--- config.mk ---
export PLATFORM = sky130hd
export DESIGN_NAME = hilo_muldiv_unit
export DESIGN_NICKNAME = d
export VERILOG_FILES = /design/src/rtl/cpu_pkg.sv /design/src/rtl/muldiv_iter_core.sv /design/src/rtl/hilo_muldiv_unit.sv
export SDC_FILE = /design/constraint.sdc
export NUM_CORES = 1
export LEC_CHECK = 0
export ABC_AREA = 1
export ABC_CLOCK_PERIOD_IN_PS = 6950
export CORE_UTILIZATION = 43
export CTS_CLUSTER_DIAMETER = 50
export DETAILED_ROUTE_END_ITERATION = 10
export PLACE_DENSITY = 0.66
export SETUP_SLACK_MARGIN = 0.3
export SYNTH_ARGS = -nofsm -noshare
export SYNTH_HDL_FRONTEND = slang
export SYNTH_SLANG_ARGS = --single-unit
export TNS_END_PERCENT = 5
--- constraint.sdc ---
create_clock -name clk -period 6.95 [get_ports clk]
set_clock_uncertainty 0.1 [all_clocks]
set_input_delay 1.39 -clock clk [delete_from_list [all_inputs] [get_ports clk]]
set_output_delay 1.39 -clock clk [all_outputs]
set_load 0.05 [all_outputs]
--- src/rtl/cpu_pkg.sv ---
// Shared CPU definitions: R-type funct codes for HI/LO instructions and the mul/div FSM states.
package cpu_pkg;

  localparam logic [5:0] FUNCT_MFHI  = 6'h10;
  localparam logic [5:0] FUNCT_MTHI  = 6'h11;
  localparam logic [5:0] FUNCT_MFLO  = 6'h12;
  localparam logic [5:0] FUNCT_MTLO  = 6'h13;
  localparam logic [5:0] FUNCT_MULT  = 6'h18;
  localparam logic [5:0] FUNCT_MULTU = 6'h19;
  localparam logic [5:0] FUNCT_DIV   = 6'h1A;
  localparam logic [5:0] FUNCT_DIVU  = 6'h1B;

  typedef enum logic [1:0] {
    IDLE = 2'd0,
    MUL  = 2'd1,
    DIV  = 2'd2,
    FIX  = 2'd3
  } muldiv_state_t;

  // Instructions that touch HI/LO through this unit and therefore must wait while it is busy
  function automatic logic is_hilo_op(input logic [5:0] f);
    return (f == FUNCT_MULT) || (f == FUNCT_MULTU) || (f == FUNCT_DIV) ||
           (f == FUNCT_DIVU) || (f == FUNCT_MTHI)  || (f == FUNCT_MTLO);
  endfunction

endpackage

--- src/rtl/muldiv_iter_core.sv ---
// Iterative datapath: one shift-add (multiply) or restoring shift-subtract (divide) step per enable.
module muldiv_iter_core #(
  parameter int unsigned XLEN = 32
) (
  input  logic              clk,
  input  logic              rst,
  input  logic              load,
  input  logic              step,
  input  logic              is_div,
  input  logic [XLEN-1:0]   a_mag,
  input  logic [XLEN-1:0]   b_mag,
  output logic [2*XLEN-1:0] acc
);

  localparam int unsigned W2 = 2 * XLEN;

  logic [W2-1:0]   acc_q, acc_d;
  logic [XLEN-1:0] opnd_q;
  logic            div_q;
  logic [XLEN:0]   mul_sum;
  logic [XLEN:0]   rem_sh;
  logic [XLEN:0]   trial;

  // Multiply: {HI,LO} holds {partial, multiplier}; divide: {remainder, dividend/quotient}
  always_comb begin
    acc_d   = acc_q;
    mul_sum = {1'b0, acc_q[W2-1:XLEN]} + (acc_q[0] ? {1'b0, opnd_q} : (XLEN+1)'(0));
    rem_sh  = acc_q[W2-1:XLEN-1];
    trial   = rem_sh - {1'b0, opnd_q};
    if (div_q) begin
      if (trial[XLEN]) acc_d = {rem_sh[XLEN-1:0], acc_q[XLEN-2:0], 1'b0};
      else             acc_d = {trial[XLEN-1:0],  acc_q[XLEN-2:0], 1'b1};
    end else begin
      acc_d = W2'({mul_sum, acc_q[XLEN-1:0]} >> 1);
    end
  end

  always_ff @(posedge clk or posedge rst) begin
    if (rst) begin
      acc_q  <= '0;
      opnd_q <= '0;
      div_q  <= 1'b0;
    end else if (load) begin
      div_q  <= is_div;
      acc_q  <= {XLEN'(0), (is_div ? a_mag : b_mag)};
      opnd_q <= is_div ? b_mag : a_mag;
    end else if (step) begin
      acc_q  <= acc_d;
    end
  end

  assign acc = acc_q;

endmodule

--- src/rtl/hilo_muldiv_unit.sv ---
// EX-stage multiply/divide unit with architectural HI/LO, pipeline stall request and MFHI/MFLO read port.
module hilo_muldiv_unit
  import cpu_pkg::*;
#(
  parameter int unsigned XLEN  = 32,
  parameter int unsigned CNT_W = 6
) (
  input  logic            clk,
  input  logic            rst,
  input  logic            start,
  input  logic [5:0]      funct,
  input  logic [XLEN-1:0] rs_val,
  input  logic [XLEN-1:0] rt_val,
  input  logic            mfhi,
  input  logic            mflo,
  output logic            busy,
  output logic            stall_req,
  output logic            done,
  output logic [XLEN-1:0] hi_out,
  output logic [XLEN-1:0] lo_out,
  output logic [XLEN-1:0] mf_data
);

  localparam int unsigned W2 = 2 * XLEN;

  muldiv_state_t    state, state_d;
  logic [CNT_W-1:0] cnt;
  logic             res_neg, rem_neg, div_zero, op_div;
  logic [XLEN-1:0]  hi_q, lo_q;
  logic [W2-1:0]    acc;

  logic             is_mul_c, is_div_c, is_signed_c, a_neg_c, b_neg_c;
  logic [XLEN-1:0]  a_mag_c, b_mag_c;
  logic             load, step, last_step;
  logic [W2-1:0]    prod_c;
  logic [XLEN-1:0]  fix_hi_c, fix_lo_c;

  always_comb begin
    is_mul_c    = (funct == FUNCT_MULT) || (funct == FUNCT_MULTU);
    is_div_c    = (funct == FUNCT_DIV)  || (funct == FUNCT_DIVU);
    is_signed_c = (funct == FUNCT_MULT) || (funct == FUNCT_DIV);
    a_neg_c     = is_signed_c & rs_val[XLEN-1];
    b_neg_c     = is_signed_c & rt_val[XLEN-1];
    a_mag_c     = a_neg_c ? -rs_val : rs_val;
    b_mag_c     = b_neg_c ? -rt_val : rt_val;
  end

  // Next-state and datapath strobes
  always_comb begin
    state_d   = state;
    load      = 1'b0;
    step      = 1'b0;
    last_step = (cnt == CNT_W'(XLEN - 1));
    case (state)
      IDLE: begin
        if (start && is_mul_c) begin
          load    = 1'b1;
          state_d = MUL;
        end else if (start && is_div_c) begin
          load    = 1'b1;
          state_d = DIV;
        end
      end
      MUL, DIV: begin
        step = 1'b1;
        if (last_step) state_d = FIX;
      end
      FIX:     state_d = IDLE;
      default: state_d = IDLE;
    endcase
  end

  always_ff @(posedge clk or posedge rst) begin
    if (rst) begin
      state <= IDLE;
      busy  <= 1'b0;
      done  <= 1'b0;
    end else begin
      state <= state_d;
      busy  <= (state_d != IDLE);
      done  <= (state == FIX);
    end
  end

  muldiv_iter_core #(.XLEN(XLEN)) u_core (
    .clk    (clk),
    .rst    (rst),
    .load   (load),
    .step   (step),
    .is_div (is_div_c),
    .a_mag  (a_mag_c),
    .b_mag  (b_mag_c),
    .acc    (acc)
  );

  // Sign fix-up; a zero divisor leaves the remainder equal to the dividend, quotient forced to all ones
  always_comb begin
    prod_c   = res_neg ? -acc : acc;
    fix_hi_c = prod_c[W2-1:XLEN];
    fix_lo_c = prod_c[XLEN-1:0];
    if (op_div) begin
      fix_hi_c = rem_neg ? -acc[W2-1:XLEN] : acc[W2-1:XLEN];
      fix_lo_c = div_zero ? '1 : (res_neg ? -acc[XLEN-1:0] : acc[XLEN-1:0]);
    end
  end

  always_ff @(posedge clk or posedge rst) begin
    if (rst) begin
      cnt      <= '0;
      res_neg  <= 1'b0;
      rem_neg  <= 1'b0;
      div_zero <= 1'b0;
      op_div   <= 1'b0;
      hi_q     <= '0;
      lo_q     <= '0;
    end else begin
      if (load) begin
        cnt      <= '0;
        res_neg  <= a_neg_c ^ b_neg_c;
        rem_neg  <= a_neg_c;
        div_zero <= is_div_c && (rt_val == '0);
        op_div   <= is_div_c;
      end else if (step) begin
        cnt <= cnt + CNT_W'(1);
      end
      if (state == IDLE && start && funct == FUNCT_MTHI) hi_q <= rs_val;
      if (state == IDLE && start && funct == FUNCT_MTLO) lo_q <= rs_val;
      if (state == FIX) begin
        hi_q <= fix_hi_c;
        lo_q <= fix_lo_c;
      end
    end
  end

  assign hi_out    = hi_q;
  assign lo_out    = lo_q;
  assign stall_req = busy & start & (is_hilo_op(funct) | mfhi | mflo);
  assign mf_data   = mfhi ? hi_q : (mflo ? lo_q : '0);

endmodule

After elaboration in Yosys (flattened, before gate mapping)
Cells that the tools add are included.

storage, ports and cells
  flip-flop bits (word level) = 174
  word-level logic and storage cells = 88
  output and inout port bits = 99
  input bits = 75

cells by class
  reductions and logical operators = 20
  $add $sub $neg = 8
  mux-type cells = 31
  eq/ne operators = 10
  bitwise logic cells = 7

operators by type and width
  operator                                        number
  two-way mux 32 bit                              16
  two-way mux 64 bit                              5
  negation 32 bit                                 4
  negation 64 bit                                 1
  == test 6 x 5 -> 1 bit (second input constant)  7
  adder 32 x 33 -> 33 bit                         1
  subtractor 33 x 32 -> 33 bit                    1
  zero test 32 bit                                1
  two-way mux 6 bit                               2
  nonzero test 2 bit                              4
  logical OR 1 bit                                7
  adder 6 x 1 -> 6 bit (second input constant)    1
  logical AND 1 bit                               6
  two-way mux 2 bit                               3
  one-hot mux 2 bit (3 select lines)              1
  bitwise AND 1 bit                               4
  == test 2 bit (second input constant)           2
  two-way mux 1 bit                               4
  == test 2 x 1 -> 1 bit (second input constant)  1
  zero test 2 bit                                 1
  bitwise OR 1 bit                                2
  OR reduction 2 bit                              1
  XOR 1 bit                                       1

Depth between registers and ports, before layout
  depth after elaboration = 9
  gate-level depth with buffers = 20
  depth with buffers taken out = 19

Modules after synthesis
From an unflattened synthesis, not the netlist that was laid out.

second synthesis, totals
  cells, all modules = 3,275
  area, all modules = 19,032.0 um^2

modules (own cells, without submodules)
  module            area each (um^2)  instances  sequential area each (um^2)  cells each
  muldiv_iter_core  10,337.4          1          2,427.3                      1,746
  hilo_muldiv_unit  8,694.6           1          1,951.9                      1,529

Least setup slack after synthesis
Ideal clock, no wire load.

  kind = input -> output
  start = input mfhi
  end = output mf_data[31]
  required time = 5.460 ns
  setup slack = 2.636 ns
  arrival time = 2.824 ns
  buffers on the path = 1
  stages = 3
  cells stage by stage = clkinv_1 -> clkbuf_1 -> o21ai_0

between the ends
  longest elaborated chain between the ends = 1

RTL lines
  item                RTL line                 RTL
  from (decl)         hilo_muldiv_unit.sv:14   input logic mfhi,
  two-way mux 32 bit  hilo_muldiv_unit.sv:138  assign mf_data = mfhi ? hi_q : (mflo ? lo_q : '0);
  to (decl)           hilo_muldiv_unit.sv:21   output logic [XLEN-1:0] mf_data

No other way between the ends.

Worst setup path in the final report
  start = input mflo
  end = output mf_data[24]

between the ends
  longest elaborated chain between the ends = 2

RTL lines
  item                              RTL line                 RTL
  from (decl)                       hilo_muldiv_unit.sv:15   input logic mflo,
  two-way mux 32 bit (2 in series)  hilo_muldiv_unit.sv:138

No other way between the ends.

==> metrics.log <==
INFO  metric run_status = completed
INFO  metric seqPwrFrac = 20.1%
INFO  metric largest_net_degree_at_the_start_of_global_routing = 77
INFO  metric power.share.combinational = ~70%
INFO  metric timing_worst_slew_pin_value = 1.235 ns
INFO  metric floorplan.io_pins = between 150 and 200
INFO  metric tritoncts = yes
INFO  metric post_cts_resize_count = 0
INFO  metric post-route-period-util = 76.95%
INFO  metric drt_pre_antenna_iters = 6
INFO  metric setup_violations = 0
INFO  metric timing_hold_violations_final = 0
INFO  metric initial_utilization = a little over two fifths
INFO  metric total_switching_power = around 6400 µW
INFO  metric preCtsSetupSlack = 1.667 ns
INFO  metric insertion_delay = ~0.48 ns
INFO  metric critical_path_peak_fanout = 25
INFO  metric cap_viol_max_count = 0
INFO  metric clk_pin_slew = 0.08 ns
INFO  metric number_of_cells_produced_by_synthesis = ~3000
INFO  metric cts.sinks = 174
INFO  metric timing.hold.worst.class = reg -> reg
INFO  metric synthesis.yosys.warnings = 0
INFO  metric grt_setup_unrepaired = no
INFO  metric wl_per_cell = 21.88 µm
INFO  metric htree_num_levels = 4
INFO  metric post-synth-top-area-cell = sky130_fd_sc_hd__dfrtp_1
INFO  metric die_width = 206.2 µm
INFO  metric drive_above_1_share = 3.724%
INFO  metric crit_slowest_cell = sky130_fd_sc_hd__clkdlybuf4s50_1
INFO  metric synth.ff_latch_count = 174
INFO  metric syn-cell-area = 0.01792 mm²
INFO  metric switching_share = 60.06%
INFO  metric worst_ep_arrival_time = 3.86 ns
INFO  metric areaGrowthSynthToFinish = 15.08%
INFO  metric crit_path_end_kind = output port
INFO  metric crit_path_frequent_cell = sky130_fd_sc_hd__clkdlybuf4s50_1
INFO  metric via_count_of_the_first_global_routing_pass = 18910
INFO  metric postRouteWirelength = 79810 µm
INFO  metric worstPathCellList = clkdlybuf4s50_1 > nand2_1 > o22ai_1 > clkdlybuf4s50_1
INFO  metric die_height = approximately 210 µm
INFO  metric finish.net_count = roughly 3300
INFO  metric ctsRootBufferMaster = sky130_fd_sc_hd__clkbuf_16
INFO  metric clock.fmax = 0.1870 GHz
INFO  metric cp_top_family = buffers and inverters
INFO  metric cts_inserted_buffers = 17
INFO  metric worstSetupStartpointType = input port
INFO  metric antenna_found_initial = 2
INFO  metric gp_routability_congestion = 1.029
INFO  metric relSlewSlack = 17.64%
INFO  metric power.density_cell_area = 513.0 mW/mm²
INFO  metric finalCriticalPeriod = 5.348 ns
INFO  metric post-route-drc-count = 0
INFO  metric longest_individual_stage_delay_on_the_worst_path = 1.15 ns
INFO  metric design.core.area = between 0.04 and 0.05 mm²
INFO  metric postCtsSetupRepairBufs = 0
INFO  metric p_int = between 4000 and 5000 µW
INFO  metric grtUsageTotal = 37.56%
INFO  metric power.leakage = just over 0.01 µW
INFO  metric dr.first_iter.drc_count = roughly 2400
INFO  metric classification_of_the_worst_setup_path = in -> out
INFO  metric power.ir.vdd_worst = 0.0002806 V
INFO  metric placed_cell_area = 0.02001 mm²
INFO  metric synth_sequential_area_ratio = 24.30%
INFO  metric vias_per_cell = between 5 and 6
INFO  metric final_cell_area = 0.02062 mm²
INFO  metric grt_overflow = 0
INFO  metric synth_flop_cell = sky130_fd_sc_hd__dfrtp_1
INFO  metric synth_async_sr_flop_share = 100.0%
INFO  metric cp_num_buf_inv = 2
INFO  metric rows = 74
INFO  metric syn_nets = 3141
INFO  metric totalNegativeSetupSlack = 0 ns
INFO  metric timing.final.ws_setup = 1.602 ns
INFO  metric vias_post_dr = 20930
INFO  metric synth_top_cells_by_area = sky130_fd_sc_hd__dfrtp_1 (24%), sky130_fd_sc_hd__nand2_1 (20%), sky130_fd_sc_hd__inv_1 (9.8%), sky130_fd_sc_hd__nand3_1 (7.6%), sky130_fd_sc_hd__ha_1 (5.0%)
INFO  metric max-clock-path-buffers = 2
INFO  metric post-dp-hpwl = around 64000 µm
INFO  metric synth_enable_flop_cells = 0
INFO  metric final.fill_count = 4428
INFO  metric cts_hold_buffers = 0
INFO  metric grt_first_pass_wirelength = 117900 µm
INFO  metric ys_types = 55
INFO  metric ys_top_cells_by_count = sky130_fd_sc_hd__nand2_1 (946), sky130_fd_sc_hd__inv_1 (466), sky130_fd_sc_hd__nand3_1 (273)
INFO  metric die-area = 0.04250 mm²
INFO  metric critPathRequiredTime = approximately 5.5 ns
INFO  metric per_instance_average_area_after_synthesis = 5.990 µm²
INFO  metric final_max_slew_viols = 0
INFO  metric synth_top_cell_area_share = between 20 and 25%
INFO  metric drt.antenna.violating_nets = 0
INFO  metric p_clk_share = 9.8%
INFO  metric synth.most_common_cell = sky130_fd_sc_hd__nand2_1
INFO  metric io_buffers = 173
logic make-up (layout without fill, tap and decap cells):
family | count (synthesis) | after routing | synth area share (%)
fa+ha+maj | 74 | 74 | 5.250
flops | 174 | 174 | 24.30
other cells | 0 | 1 | 0
xor+xnor | 83 | 83 | 4.056
simple gates | 1604 | 1604 | 37.79
buf+inv | 583 | 706 | 12.70
compound gates | 474 | 474 | 15.91
per-stage QoR:
step | util, % | total power (µW) | hold WS (ns) | cells
4_1_cts | 50.39 | 10410 | 0.4023 | 3647
2_1_floorplan | - | 6927 | 0.3520 | 2992
5_1_grt | 50.39 | 11330 | 0.4325 | 3647
6_report | 50.39 | 10580 | 0.4114 | 3648
3_5_place_dp | 48.90 | 9357 | 0.3837 | 3615
3_3_place_gp | 48.90 | 9313 | 0.3813 | 3615
cells in the final DEF (no fill, tap or decap), types with 8 or more instances in the layout:
cell and n:
sky130_fd_sc_hd__nor4_1 14, sky130_fd_sc_hd__nor2_1 225, sky130_fd_sc_hd__buf_4 20, sky130_fd_sc_hd__o21bai_1 22
sky130_fd_sc_hd__a21oi_1 104, sky130_fd_sc_hd__nand4_1 27, sky130_fd_sc_hd__nor3_1 51, sky130_fd_sc_hd__dfrtp_1 173
sky130_fd_sc_hd__xnor2_1 31, sky130_fd_sc_hd__o211ai_1 49, sky130_fd_sc_hd__xor2_1 52, sky130_fd_sc_hd__nor2_2 15
sky130_fd_sc_hd__a22oi_1 8, sky130_fd_sc_hd__nand3_1 273, sky130_fd_sc_hd__nand3b_1 17, sky130_fd_sc_hd__nand2_1 946
sky130_fd_sc_hd__o22ai_1 56, sky130_fd_sc_hd__o21ai_1 12, sky130_fd_sc_hd__o221ai_1 23, sky130_fd_sc_hd__clkdlybuf4s50_1 173
sky130_fd_sc_hd__nand2_2 12, sky130_fd_sc_hd__inv_1 465, sky130_fd_sc_hd__clkbuf_16 17, sky130_fd_sc_hd__inv_2 11
sky130_fd_sc_hd__o21ai_0 162, sky130_fd_sc_hd__o2111ai_1 8, sky130_fd_sc_hd__ha_1 72
registers in the layout (all words and copies together) (netlist names), 2 cells and up:
signal,count
state,2
u_core.acc,64
hi_out,32
cnt,6
u_core.opnd_q,32
lo_out,32
layer usage:
metal,global-route usage [%],vias up,routed length [µm]
met3,6.654,134,8076
li1,-,9905,-
met2,54.04,1133,32810
met1,54.39,9757,35450
met4,16.20,2,3452
met5,0,-,16
final timing paths:
kind                                       startpoint                          to  slack [ns]  depth (start not counted)
min reg2reg                      div_zero$_DFFE_PP0P_        div_zero$_DFFE_PP0P_        0.41                          2
min                              div_zero$_DFFE_PP0P_        div_zero$_DFFE_PP0P_        0.41                          2
max in group asynchronous                         rst       lo_out[9]$_DFFE_PP0P_        4.10                          3
max                                              mflo                 mf_data[24]        1.60                          4
min in group asynchronous                         rst  u_core.acc[62]$_DFFE_PP0P_        1.29                          2
max reg2reg                u_core.acc[31]$_DFFE_PP0P_  u_core.acc[60]$_DFFE_PP0P_        2.96                         19
power groups by stage:
| stage | clock (µW) | sequential [µW] | combinational (µW) |
|---|---|---|---|
| 6_report | 1040 | 2130 | 7410 |
| 5_1_grt | 1070 | 2160 | 8110 |
| 4_1_cts | 1040 | 2090 | 7280 |
| 3_5_place_dp | 0 | 2110 | 7250 |
| 3_3_place_gp | 0 | 2100 | 7210 |
| 2_1_floorplan | 0 | 2390 | 4530 |
worst reg2reg max path, stage by stage (launching register included):
cell,delay (ns)
sky130_fd_sc_hd__dfrtp_1,0.52
sky130_fd_sc_hd__inv_1,0.24
sky130_fd_sc_hd__ha_1,0.30
sky130_fd_sc_hd__fa_1,0.42
sky130_fd_sc_hd__inv_1,0.12
sky130_fd_sc_hd__nand2_1,0.06
sky130_fd_sc_hd__nand2_1,0.10
sky130_fd_sc_hd__nand3_1,0.09
sky130_fd_sc_hd__nand2_2,0.13
sky130_fd_sc_hd__nand2_1,0.08
sky130_fd_sc_hd__nand2_2,0.13
sky130_fd_sc_hd__nand2_2,0.12
sky130_fd_sc_hd__nand2_2,0.10
sky130_fd_sc_hd__nand2_2,0.07
sky130_fd_sc_hd__nand2_2,0.56
sky130_fd_sc_hd__nand2_1,0.28
sky130_fd_sc_hd__nand2_1,0.13
sky130_fd_sc_hd__nand2_1,0.12
sky130_fd_sc_hd__nand3_1,0.15
sky130_fd_sc_hd__nand2_1,0.08
cell type report:
cell class / instances / area (µm²) / share of cell area, %
Inverter: 481 / 1810 / 8.779
Clock inverter: 15 / 183.9 / 0.8918
Tap cell: 532 / 665.6 / 3.228
Clock buffer: 17 / 425.4 / 2.063
Antenna cell: 1 / 2.502 / 0.01213
Timing Repair Buffer: 193 / 1882 / 9.125
Sequential cell: 174 / 4355 / 21.12
Multi-Input combinational cell: 2235 / 11300 / 54.78
No activity file was read; power rests on OpenSTA's default activity.
